$ cat src/rtl/number_dealer.sv
// Deals one 24-game hand: draws SLOTS card values from a Galois LFSR by rejection sampling, then
// commits them on frame_start. Define DEALER_FREE_RUN_EN to let the LFSR step every cycle in every state.
module number_dealer #(
    parameter int          SLOTS   = 4,
    parameter int          SLOT_W  = 12,
    parameter int          MAX_VAL = 13,
    parameter logic [15:0] SEED    = 16'hACE1
) (
    input  logic                      clk_100m,
    input  logic                      rst,
    input  logic                      deal,
    input  logic                      frame_start,
    output logic [SLOTS*SLOT_W-1:0]   numbers_concat,
    output logic                      busy,
    output logic                      hand_valid
);

    // state  | meaning
    // S_IDLE | no hand in progress, waiting for deal
    // S_DRAW | pulling one LFSR nibble per cycle into the shadow hand
    // S_WAIT | shadow hand complete, waiting for frame_start to commit

    localparam int          IDX_W    = (SLOTS > 1) ? $clog2(SLOTS) : 1;
    localparam logic [15:0] SEED_EFF = (SEED == 16'h0000) ? 16'h0001 : SEED;
    localparam logic [3:0]  MAX_C    = 4'(MAX_VAL);

    typedef enum logic [1:0] {S_IDLE, S_DRAW, S_WAIT} state_t;

    state_t                    state_q;
    logic [15:0]               lfsr_q;
    logic [15:0]               lfsr_d;
    logic [IDX_W-1:0]          idx_q;
    logic [SLOTS*SLOT_W-1:0]   shadow_q;
    logic [SLOTS*SLOT_W-1:0]   concat_q;
    logic                      busy_q;
    logic                      valid_q;

    logic [3:0] card;
    logic       card_ok;
    logic       last_slot;
    logic       lfsr_step;

    always_comb begin
        lfsr_d = {1'b0, lfsr_q[15:1]} ^ (lfsr_q[0] ? 16'hB400 : 16'h0000);
    end

    assign card      = lfsr_q[3:0];
    assign card_ok   = (card != 4'd0) && (card <= MAX_C);
    assign last_slot = (idx_q == IDX_W'(SLOTS - 1));

`ifdef DEALER_FREE_RUN_EN
    assign lfsr_step = 1'b1;
`else
    assign lfsr_step = (state_q == S_DRAW);
`endif

    always_ff @(posedge clk_100m) begin
        if (rst) begin
            state_q  <= S_IDLE;
            lfsr_q   <= SEED_EFF;
            idx_q    <= '0;
            shadow_q <= '0;
            concat_q <= '0;
            busy_q   <= 1'b0;
            valid_q  <= 1'b0;
        end else begin
            if (lfsr_step) begin
                lfsr_q <= lfsr_d;
            end
            case (state_q)
                S_IDLE: begin
                    if (deal) begin
                        state_q <= S_DRAW;
                        idx_q   <= '0;
                        busy_q  <= 1'b1;
                    end
                end
                S_DRAW: begin
                    if (card_ok) begin
                        for (int i = 0; i < SLOTS; i++) begin
                            if (idx_q == IDX_W'(i)) begin
                                shadow_q[i*SLOT_W +: SLOT_W] <= {{(SLOT_W-4){1'b0}}, card};
                            end
                        end
                        idx_q <= idx_q + 1'b1;
                        if (last_slot) begin
                            state_q <= S_WAIT;
                        end
                    end
                end
                S_WAIT: begin
                    // deal arriving alongside the strobe is dropped, not queued
                    if (frame_start) begin
                        concat_q <= shadow_q;
                        valid_q  <= 1'b1;
                        busy_q   <= 1'b0;
                        state_q  <= S_IDLE;
                    end
                end
                default: begin
                    state_q <= S_IDLE;
                end
            endcase
        end
    end

    assign numbers_concat = concat_q;
    assign busy           = busy_q;
    assign hand_valid     = valid_q;

endmodule

$ cat config.mk
export PLATFORM = sky130hd
export DESIGN_NAME = number_dealer
export DESIGN_NICKNAME = d
export VERILOG_FILES = /design/src/rtl/number_dealer.sv
export SDC_FILE = /design/constraint.sdc
export NUM_CORES = 1
export LEC_CHECK = 0
export ABC_AREA = 1
export BUFFER_PORTS_ARGS = -buffer_cell sky130_fd_sc_hd__buf_2
export CELL_PAD_IN_SITES_DETAIL_PLACEMENT = 1
export CELL_PAD_IN_SITES_GLOBAL_PLACEMENT = 2
export CORE_MARGIN = 5
export CORE_UTILIZATION = 25
export DETAILED_ROUTE_END_ITERATION = 8
export PLACE_DENSITY_LB_ADDON = 0.1
export SETUP_SLACK_MARGIN = 0.02
export SYNTH_ARGS = -nofsm -noshare
export SYNTH_HDL_FRONTEND = slang
export SYNTH_SLANG_ARGS = --single-unit
$ cat constraint.sdc
create_clock -name clk_100m -period 2.3 [get_ports clk_100m]
set_clock_uncertainty 0.1 [all_clocks]
set_input_delay 0.115 -clock clk_100m [delete_from_list [all_inputs] [get_ports clk_100m]]
set_output_delay 0.115 -clock clk_100m [all_outputs]
set_load 0.02 [all_outputs]
==> results_dict.tcl <==
set metrics [dict create \
    synthCells 314 \
    cp_max_fo 13 \
    setup_viol 0 \
    die_h_microns 110 \
    ant_nets 0 \
    port-buffer-count 21 \
    synth_warnings 0 \
    numClockSinks 54 \
    overflow 0 \
    io_pins 54 \
    r2r_slack_ns 0.71 \
    cts_setup_buffers 0 \
    syn_to_final_growth_pct 8.63 \
    grt_pass1_vias 1876 \
    hold_buffers 0 \
    synthDistinctLibCells 27 \
    ys_ff_latch 54 \
    slew_violations 0 \
    seq_area_frac_synth 0.434 \
    drive_above_1_share 0.139 \
    start_util 0.256 \
    crit_required_ns 2.40 \
    regArea_sq_um 1080 \
    leakage_nw 1.20 \
    worst_setup_path_start_kind "flop" \
    drt_wl_total_microns 5310 \
    power.density_nw_per_um2 711 \
    crit_type "flop to flop" \
    antenna_cells 0 \
    final_cells 465 \
    dr.first_iter.drc_count 53 \
    clock_latency_ns 0.30 \
    cp.buffers_inverters 1 \
    htree_levels 2 \
    dieArea_sq_um 12100 \
    cts_buffers 5 \
    cts_root_buffer "clkbuf_8" \
    cts_resized 0 \
    vdd_drop_max_mv 0.224 \
    clk_pin_slew_ns 0.10 \
    r2r_end "shadow_q[26]$_SDFFE_PP0P_" \
    grt_pass1_wl_microns 8930 \
    path_delay_family "simple AND/OR/NAND/NOR gates" \
    fmax_mhz 629 \
    critPathArrivalTime_ns 1.69 \
    rsz0062_at_grt "false" \
    maxCapViolCount 0 \
    status "finished, final reports clean" \
    grt_use_total 0.0935 \
    fp.dieW_microns 110 \
    hold_path.class "input pin to flop" \
    drc 0 \
    synthesis.area_sq_um 2490 \
    place.gp.congestion 0.691 \
    dp_hpwl_microns 3710 \
    multi_input_area_sq_um 1040 \
    final_nets 339 \
    clk_path_buf_depth 2 \
    grt_max_degree 47 \
    crit_top_cell "nor2_1" \
    hold-path-endpoint "hand_valid$_SDFFE_PP0P_" \
    wire_per_inst_microns 11.4 \
    vias_per_cell 3.95 \
    first_pass_iters 3 \
    r2r_start "state_q[1]$_SDFFE_PP0P_" \
    grt_antenna_before_repair 0 \
    setup_tns_ns 0 \
    final_cell_mix "54 x dfxtp_1, 45 x nand2_1, 41 x inv_1, 34 x a21oi_1, 32 x conb_1" \
    cts_tree "built" \
    core_area_sq_um 9730 \
    crit_chain "nor2_4 -> buf_4 -> nand4_4 -> nor2_1 -> nor2_1" \
    fin_crit_sh 0.691 \
    max_stage_delay_ns 0.38 \
    slowest_stage "dfxtp_1" \
    dp.cells 457 \
    rows 36 \
    reg2reg_depth 5 \
    fill_cells 1226 \
    avgSynthCellArea_sq_um 7.94 \
    min-delay-start "rst" \
    final_common_cell "dfxtp_1" \
    finalHoldViolations 0 \
    vias 1838 \
    critPathCaptureType "flop" \
    worstHoldPathCells 2 \
    period_needed_ns 1.59 \
]
[registers in the layout, summed over array words and instances, names as in the netlist]
name	cells
state_q	2
busy	1
shadow_q	16
idx_q	2
numbers_concat	16
lfsr_q	16
hand_valid	1
[worst max path at each step]
stage                     slack (ns)               startpoint  depth (start not counted)                         to
after floorplan                 1.08   lfsr_q[2]$_SDFFE_PP0P_                          8      idx_q[0]$_SDFFE_PP0P_
after global placement          0.68  state_q[1]$_SDFFE_PP0P_                          5  shadow_q[26]$_SDFFE_PP0P_
after detailed placement        0.69  state_q[1]$_SDFFE_PP0P_                          5  shadow_q[26]$_SDFFE_PP0P_
after CTS                       0.67  state_q[1]$_SDFFE_PP0P_                          5  shadow_q[26]$_SDFFE_PP0P_
after global routing            0.57  state_q[0]$_SDFFE_PP0P_                          7  shadow_q[12]$_SDFFE_PP0P_
final                           0.71  state_q[1]$_SDFFE_PP0P_                          5  shadow_q[26]$_SDFFE_PP0P_
[area by class of cell]
| cell class | count | area share |
|---|---|---|
| Inverter | 43 | 0.0596 |
| Clock inverter | 3 | 0.0148 |
| Multi-Input combinational cell | 201 | 0.382 |
| Tap cell | 133 | 0.0614 |
| Clock buffer | 5 | 0.0254 |
| Sequential cell | 54 | 0.399 |
| Timing Repair Buffer | 26 | 0.0573 |
[through the flow]
step / power [W] / util / hold WS [ns] / setup slack [ns] / area (sq um)
4_1_cts: 0.00198 / 0.278 / 0.0399 / 0.665 / 2710
6_report: 0.00193 / 0.278 / 0.0467 / 0.710 / 2710
3_3_place_gp: 0.00132 / 0.267 / 0.330 / 0.681 / 2600
2_1_floorplan: 0.00131 / - / 0.201 / 1.08 / 2610
3_5_place_dp: 0.00132 / 0.267 / 0.333 / 0.694 / 2600
5_1_grt: 0.00206 / 0.278 / 0.0377 / 0.569 / 2710
[Yosys cell counts]
cell      instances  area, sq um
a211oi_1          1         7.51
a21oi_1          34          170
buf_2             7         35.0
buf_4            33          248
buf_6             3         33.8
clkbuf_1          4         15.0
clkinv_1          1         3.75
conb_1            1         3.75
dfxtp_1          54         1080
ha_1              4         50.1
inv_1            41          154
inv_2             1         3.75
nand2_1          45          169
nand2_4           2         22.5
nand3_1           6         30.0
nand3_4           2         35.0
nand3b_1          1         7.51
nand4_1           8         50.1
nand4_2           1         12.5
nand4_4           3         63.8
nor2_1           30          113
nor2_2            1         6.26
nor2_4            2         22.5
o211ai_1          2         15.0
o21ai_0          25          125
o21bai_1          1         7.51
xnor2_1           1         8.76
[worst reg2reg max path: cells and delay by family, from the launching register on]
kind                   cells  cell delay (ns)
flip-flops                 1             0.38
AND/OR/NAND/NOR            4             0.71
buffers and inverters      1             0.29
[cell families after synthesis]
| group | after synthesis | share of synthesized area |
|---|---|---|
| and+or+nand+nor | 101 | 0.213 |
| buffers and inverters | 90 | 0.198 |
| AOI/OAI and AO/OA | 63 | 0.130 |
| DFF | 54 | 0.434 |
| adders and majority gates | 4 | 0.0201 |
| xor gates and xnor gates | 1 | 0.00351 |
| other | 1 | 0.00150 |
[per-layer routing]
layer	up-vias	part of all wire	track usage
met5	-	0	0
met4	0	0.0062	0.0240
met3	2	0.033	0.0211
met2	24	0.50	0.166
met1	856	0.46	0.113
li1	956	-	-
[power breakdown]
group          leakage (nW)  total, W  switching, W  internal [W]
combinational         0.704  0.000273      0.000194     0.0000794
clock                0.0579  0.000633      0.000312      0.000321
sequential            0.440   0.00102     0.0000350      0.000985
Note: power is estimated with default switching activity, not from simulation.
